$ cat src/rtl/mem_dump_reader.sv
// Steps through RAM contents one word at a time for display, taking over the
// RAM read port while dump_mem is high.
//
// state   | meaning
// IDLE    | RAM port released, waiting for dump_mem
// ISSUE   | dump_adr presented to the RAM
// WAIT    | RAM read latency cycle
// CAPTURE | mem_dout registered into dump_data
// SHOW    | dump_data valid, waiting for step / step_back
module mem_dump_reader #(
  parameter int ADDR_W = 8,
  parameter int DATA_W = 16
) (
  input  logic              clk,
  input  logic              reset,
  input  logic              dump_mem,
  input  logic              step,
  input  logic              step_back,
  input  logic [DATA_W-1:0] mem_dout,
  output logic [ADDR_W-1:0] dump_adr,
  output logic              mem_sel,
  output logic [DATA_W-1:0] dump_data,
  output logic              data_valid,
  output logic              wrapped
);

  localparam logic [2:0] IDLE    = 3'd0;
  localparam logic [2:0] ISSUE   = 3'd1;
  localparam logic [2:0] WAIT    = 3'd2;
  localparam logic [2:0] CAPTURE = 3'd3;
  localparam logic [2:0] SHOW    = 3'd4;

  logic [2:0]        state_q, state_d;
  logic [ADDR_W-1:0] adr_q, adr_d;
  logic [DATA_W-1:0] data_q, data_d;
  logic              wrapped_q, wrapped_d;

  always_comb begin
    state_d   = state_q;
    adr_d     = adr_q;
    data_d    = data_q;
    wrapped_d = wrapped_q;
    case (state_q)
      IDLE: begin
        if (dump_mem) begin
          adr_d     = '0;
          wrapped_d = 1'b0;
          state_d   = ISSUE;
        end
      end
      ISSUE:   state_d = WAIT;
      WAIT:    state_d = CAPTURE;
      CAPTURE: begin
        data_d  = mem_dout;
        state_d = SHOW;
      end
      SHOW: begin
        if (step && !step_back) begin
          adr_d = adr_q + 1'b1;
          if (adr_q == '1) wrapped_d = 1'b1;
          state_d = ISSUE;
        end else if (step_back && !step) begin
          adr_d = adr_q - 1'b1;
          if (adr_q == '0) wrapped_d = 1'b1;
          state_d = ISSUE;
        end
      end
      default: state_d = IDLE;
    endcase
    // Leaving dump mode freezes address and data, discarding any step or capture.
    if (state_q != IDLE && !dump_mem) begin
      state_d   = IDLE;
      adr_d     = adr_q;
      data_d    = data_q;
      wrapped_d = wrapped_q;
    end
  end

  always_ff @(posedge clk) begin
    if (reset) begin
      state_q   <= IDLE;
      adr_q     <= '0;
      data_q    <= '0;
      wrapped_q <= 1'b0;
    end else begin
      state_q   <= state_d;
      adr_q     <= adr_d;
      data_q    <= data_d;
      wrapped_q <= wrapped_d;
    end
  end

  assign dump_adr   = adr_q;
  assign dump_data  = data_q;
  assign wrapped    = wrapped_q;
  assign mem_sel    = (state_q != IDLE);
  assign data_valid = (state_q == SHOW);

endmodule

$ cat config.mk
export PLATFORM = sky130hd
export DESIGN_NAME = mem_dump_reader
export DESIGN_NICKNAME = d
export VERILOG_FILES = /design/src/rtl/mem_dump_reader.sv
export SDC_FILE = /design/constraint.sdc
export NUM_CORES = 1
export LEC_CHECK = 0
export ABC_AREA = 1
export CORE_MARGIN = 5
export CORE_UTILIZATION = 50
export CTS_CLUSTER_DIAMETER = 80
export CTS_CLUSTER_SIZE = 12
export DETAILED_ROUTE_END_ITERATION = 16
export PLACE_DENSITY = 0.85
export SLEW_MARGIN = 10
export SYNTH_ARGS = -nofsm -noshare
export SYNTH_HDL_FRONTEND = slang
export SYNTH_SLANG_ARGS = --single-unit
$ cat constraint.sdc
create_clock -name clk -period 3.5 [get_ports clk]
set_clock_uncertainty 0.05 [all_clocks]
set_input_delay 0.525 -clock clk [delete_from_list [all_inputs] [get_ports clk]]
set_output_delay 0.525 -clock clk [all_outputs]
set_load 0.01 [all_outputs]
### Yosys cells after proc, flatten, opt, wreduce, memory -nomap -nowiden

Cells that the tools add are included.

| operators by class | value |
|---|---|
| eq/ne operators | 9 |
| bitwise logic cells | 1 |
| reductions and logical operators | 15 |
| add/sub/neg operators | 2 |
| mux-type cells | 14 |

Operator list:

| kind | count |
|---|---|
| two-way mux 8 bit | 3 |
| case mux 8 bit (2 select lines) | 1 |
| case mux 3 bit (5 select lines) | 1 |
| two-way mux 3 bit | 3 |
| adder 8 x 1 -> 8 bit, second input constant | 1 |
| equality test 8 bit, second input constant | 1 |
| logical NOT 8 bit | 1 |
| subtractor 8 x 1 -> 8 bit, second input constant | 1 |
| equality test 3 x 2 -> 1 bit, second input constant | 2 |
| inequality test 3 x 1 -> 1 bit, second input constant | 2 |
| AND reduction 6 bit | 1 |
| two-way mux 1 bit | 5 |
| AND reduction 2 bit | 2 |
| AND reduction 4 bit | 1 |
| equality test 3 x 1 -> 1 bit, second input constant | 1 |
| equality test 3 bit, second input constant | 1 |
| logical AND 1 bit | 3 |
| logical NOT 1 bit | 3 |
| logical NOT 3 bit | 1 |
| inequality test 3 x 2 -> 1 bit, second input constant | 1 |
| nonzero test 3 bit | 1 |
| inequality test 2 bit, second input constant | 1 |
| case mux 1 bit (2 select lines) | 1 |
| nonzero test 2 bit | 1 |
| 2 further kinds | 2 |

| word-level totals | value |
|---|---|
| register bits | 28 |
| word-level logic and storage cells | 45 |
| input port bits | 21 |
| output and inout bits | 27 |

### Logic depth before layout (Yosys ltp)

| depth | value |
|---|---|
| depth in word-level cells | 5 |
| gate-level depth with buffers | 12 |

### Worst setup path before layout

No wires, ideal clock.

| timing | value |
|---|---|
| path type | in2reg |
| from | input port step_back |
| to | register adr_q[7], in the netlist dump_adr[7] |
| arrival | 1.645 ns |
| buffers on the path | 0 |
| stages on the path | 8 |
| setup slack | 1.674 ns |
| cells stage by stage | inv_1 nand2_4 ha_1 or2_2 nand3_1 nand3_1 nand3_1 a21oi_2 |

| on the way | value |
|---|---|
| longest elaborated chain between the ends | 4 |

RTL lines:

| what | line | RTL |
|---|---|---|
| start: declaration | 18 | `input logic step_back,` |
| logical NOT 1 bit | 58 | `if (step && !step_back) begin` |
| logical AND 1 bit | 58 |  |
| inequality test 3 x 1 -> 1 bit (no line) or two-way mux 8 bit (tied branches) | -- |  |
| AND reduction 4 bit (no line) or case mux 8 bit (2 select lines) (tied branches) | -- |  |
| end signal: assignment | 87 | `adr_q <= adr_d;` |
| end: declaration | 34 | `logic [ADDR_W-1:0] adr_q, adr_d;` |

Parallel ways exist; a longest one is shown, timed or not.
A chain may end at the register's enable or synchronous reset.

### Worst setup path in the final report

| timing | value |
|---|---|
| from | register state_q[1] |
| to | output port mem_sel |

| on the way | value |
|---|---|
| longest elaborated chain between the ends | 1 |

RTL lines:

| what | line | RTL |
|---|---|---|
| start: declaration | 33 | `logic [2:0] state_q, state_d;` |
| start signal: assignment | 86 | `state_q <= state_d;` |
| nonzero test 3 bit | 96 | `assign mem_sel = (state_q != IDLE);` |
| end: declaration | 21 | `output logic mem_sel,` |

No other way between the ends.

==> key figures <==
Run status
  – Status: completed

Placed design
  – Placed Instance Area: 2080 um2
  – Port Buf Inserts: 47
  – Post-DP HPWL: 3050 um
  – Worst slack at placement: 1.00 ns
  – DP Cell Count: 309
  – Routability-driven placement congestion ratio: 0.896

Clock tree
  – Clk sink count: 28
  – Clock tree root buffer cell: sky130_fd_sc_hd__clkbuf_4
  – Insertion delay of the later-clocked pin in the worst-skew pair: 0.32 ns
  – Bufs on Longest Clock Path: 2
  – H-tree levels: 1
  – Post-CTS repair timing setup buffer count: 0
  – Number of buffers added by the clock tree synthesis step: 3
  – Number of buffers inserted for hold repair after clock tree synthesis: 0
  – Clock tree from TritonCTS: yes
  – Post-CTS resize count: 0
  – Clock-pin slew reported for the worst setup and hold paths after clock tree synthesis: 0.14 ns

Floorplanning
  – Starting density of the core: 52.0%
  – I/O pin cnt: 48
  – Width of the die: 66.1 um
  – Placeable core region: 3030 um2
  – Height of the die: 66.1 um
  – Total Die Area: 4370 um2
  – Site Rows: 20

STA
  – Max-slew headroom: 71.2%
  – Final Max Slew Viols: 0
  – Clock period minus final worst setup slack: 2.25 ns
  – RSZ-0062 raised after global routing: false
  – Setup violation total in the final timing report: 0
  – Upper clock frequency limit: 445 MHz
  – Post-route setup TNS: 0 ns
  – Number of hold violations in the final report: 0
  – Transition time at the pin with the least slew margin: 0.431 ns
  – Final critical-path share of the clock period: 64.2%
  – Post-layout worst setup margin: 1.25 ns

Setup path
  – Crit path max fanout: 5
  – Beginning of the worst register-to-register path: dump_adr[1]
  – WP data required: 2.92 ns
  – Setup crit start: state_q[1]
  – Worst setup EP type: output pin
  – Category of the critical setup timing path: flop to output pin
  – Endpoint arrival time on the critical path: 1.67 ns
  – Sort of element at the start of the critical path: flop

Layout
  – Count of nets after finishing: 298
  – Count of non-filler cells in the finished layout: 313
  – Area added between synthesis and finish: 34.7%
  – Antenna diode instance count: 0
  – Cell area after layout: 2120 um2
  – Proportion of layout cells with a drive suffix above 1: 8.92%
  – Final core occ: 70.0%

Synthesis
  – Net count after synthesis: 250
  – Cell count after synthesis: 222
  – Post-synthesis sequential area ratio: 35.6%
  – Post-synthesis average cell area: 7.09 um2
  – Flops & latches, synth: 28
  – Area of the mapped netlist: 1570 um2
  – Portion of synthesized cell area occupied by the leading cell type: 35.6%
  – Main area contributors after synthesis: sky130_fd_sc_hd__dfxtp_1 36%, sky130_fd_sc_hd__nand2_1 15%, sky130_fd_sc_hd__nand3_1 8.9%
  – Synthesis warning total: 0
  – Netlist cell types: 27
  – Post-synth top area cell: sky130_fd_sc_hd__dfxtp_1

Flow run
  – # Max-Cap Violations: 0

Global routing
  – Initial antenna violation count: 0
  – All-Layer GR Usage: 18.5%
  – Pin count of the biggest net entering global routing: 23
  – Wire length of the first global-routing pass: 6420 um
  – Aggregate global routing overflow: 0
  – Vias in the first global route: 1445

Worst hold path
  – Class of the tightest hold or removal check: flop to flop
  – Critical hold path startpoint: wrapped

Drt
  – Via count: 1580
  – Detailed-routing iteration count for the pre-antenna-repair pass: 5
  – Count of antenna-violating nets left after detailed routing: 0
  – Vias per cell: 5.05
  – Initial DRC Count: 88
  – Routed wirelength normalized by instance count: 12.4 um
  – Total length of routed wires: 3890 um
  – Post-route DRC: 0

Pwr
  – Total power per unit cell area: 323 nW/um2
  – Static leakage: 0.839 nW
  – Worst IR drop on VDD: 0.000425 V
## through the flow
stage	hold WS (ns)	total power [mW]
2_1_floorplan	0.422	0.464
3_3_place_gp	0.388	0.531
3_5_place_dp	0.400	0.535
4_1_cts	0.420	0.689
5_1_grt	0.440	0.731
6_report	0.418	0.684
## registers in the layout, summed over array words and instances, names as in the netlist
register,flops
dump_adr,8
dump_data,16
state_q,3
wrapped,1
## logic make-up (layout without fill, tap and decap cells)
logic type               after synthesis  count (layout)  synth area share (%)
flip-flops                            28              28                  35.6
adder cells (fa/ha/maj)                7               7                  6.04
buffers and inverters                 32              79                  8.19
AND/OR/NAND/NOR                      121             121                  37.1
AO/OA/AOI/OAI                         34              34                  13.0
## layer usage
| layer | global-route usage (%) | share of wire, % | vias up |
|---|---|---|---|
| li1 | - | - | 821 |
| met1 | 24.3 | 45 | 716 |
| met2 | 31.1 | 49 | 39 |
| met3 | 3.57 | 4.4 | 4 |
| met4 | 4.06 | 0.90 | 0 |
| met5 | 0 | 0 | - |
## path summary, 6_finish.rpt
path,to,slack [ns],depth (start not counted)
worst max register to register,dump_adr[6],1.78,10
worst min-delay path,wrapped,0.42,2
worst max-delay path,mem_sel,1.25,5
worst min register to register,wrapped,0.42,2
## cell type report
type	count	area [um2]
Tap cell	44	55.1
Multi-Input combinational cell	162	885
Timing Repair Buffer	49	485
Clock buffer	4	36.3
Inverter	26	98.8
Sequential cell	28	561
Fill cell	255	907
## synth_stat cells (all sizes together)
library cell	n
dfxtp	28
nor2	15
a21oi	28
inv	25
nor3b	1
buf	4
clkinv	1
nand3b	2
nand2	66
or2	2
clkbuf	2
and3	1
fa	1
ha	6
a31oi	1
nand3	30
nand4	2
o21ai	5
nor3	2
## power by group
part / total (mW) / switching, mW / internal (mW)
Clock: 0.155 / 0.0912 / 0.0636
Combinational: 0.188 / 0.107 / 0.0813
Sequential: 0.341 / 0.0104 / 0.331
Total: 0.684 / 0.209 / 0.476
## worst max-delay path: stages, from the launching register on
cell and delay (ns):
sky130_fd_sc_hd__dfxtp_1 0.35, sky130_fd_sc_hd__inv_1 0.08, sky130_fd_sc_hd__nand2_4 0.11, sky130_fd_sc_hd__clkinv_2 0.11
sky130_fd_sc_hd__nand2_1 0.14, sky130_fd_sc_hd__clkdlybuf4s50_1 0.56
## placed cells by master (no fill, tap or decap)
| cell type | Yosys | layout |
|---|---|---|
| sky130_fd_sc_hd__nor2_8 | 1 | 1 |
| sky130_fd_sc_hd__o21ai_0 | 5 | 5 |
| sky130_fd_sc_hd__nor3_1 | 2 | 2 |
| sky130_fd_sc_hd__a31oi_4 | 1 | 1 |
| sky130_fd_sc_hd__fa_1 | 1 | 1 |
| sky130_fd_sc_hd__clkinv_2 | 1 | 1 |
| sky130_fd_sc_hd__inv_1 | 23 | 23 |
| sky130_fd_sc_hd__nand3b_1 | 2 | 2 |
| sky130_fd_sc_hd__or2_2 | 2 | 2 |
| sky130_fd_sc_hd__nand4_1 | 2 | 2 |
| sky130_fd_sc_hd__nand3_4 | 2 | 2 |
| sky130_fd_sc_hd__nor3b_1 | 1 | 1 |
| sky130_fd_sc_hd__nand2_4 | 2 | 2 |
| sky130_fd_sc_hd__a21oi_1 | 23 | 23 |
| sky130_fd_sc_hd__nand2_1 | 63 | 63 |
| sky130_fd_sc_hd__buf_4 | 1 | 2 |
| sky130_fd_sc_hd__nand2_2 | 1 | 1 |
| sky130_fd_sc_hd__dfxtp_1 | 28 | 28 |
| sky130_fd_sc_hd__ha_1 | 6 | 6 |
| sky130_fd_sc_hd__clkbuf_8 | 0 | 1 |
| sky130_fd_sc_hd__nand3_1 | 28 | 28 |
| sky130_fd_sc_hd__and3_1 | 1 | 1 |
| sky130_fd_sc_hd__a21oi_2 | 5 | 5 |
| sky130_fd_sc_hd__clkbuf_4 | 0 | 3 |
| sky130_fd_sc_hd__nor2_4 | 1 | 1 |
| sky130_fd_sc_hd__nor2_1 | 13 | 13 |
| sky130_fd_sc_hd__clkdlybuf4s50_1 | 0 | 47 |
| sky130_fd_sc_hd__inv_2 | 2 | 2 |
Note: power is estimated with default switching activity, not from simulation.
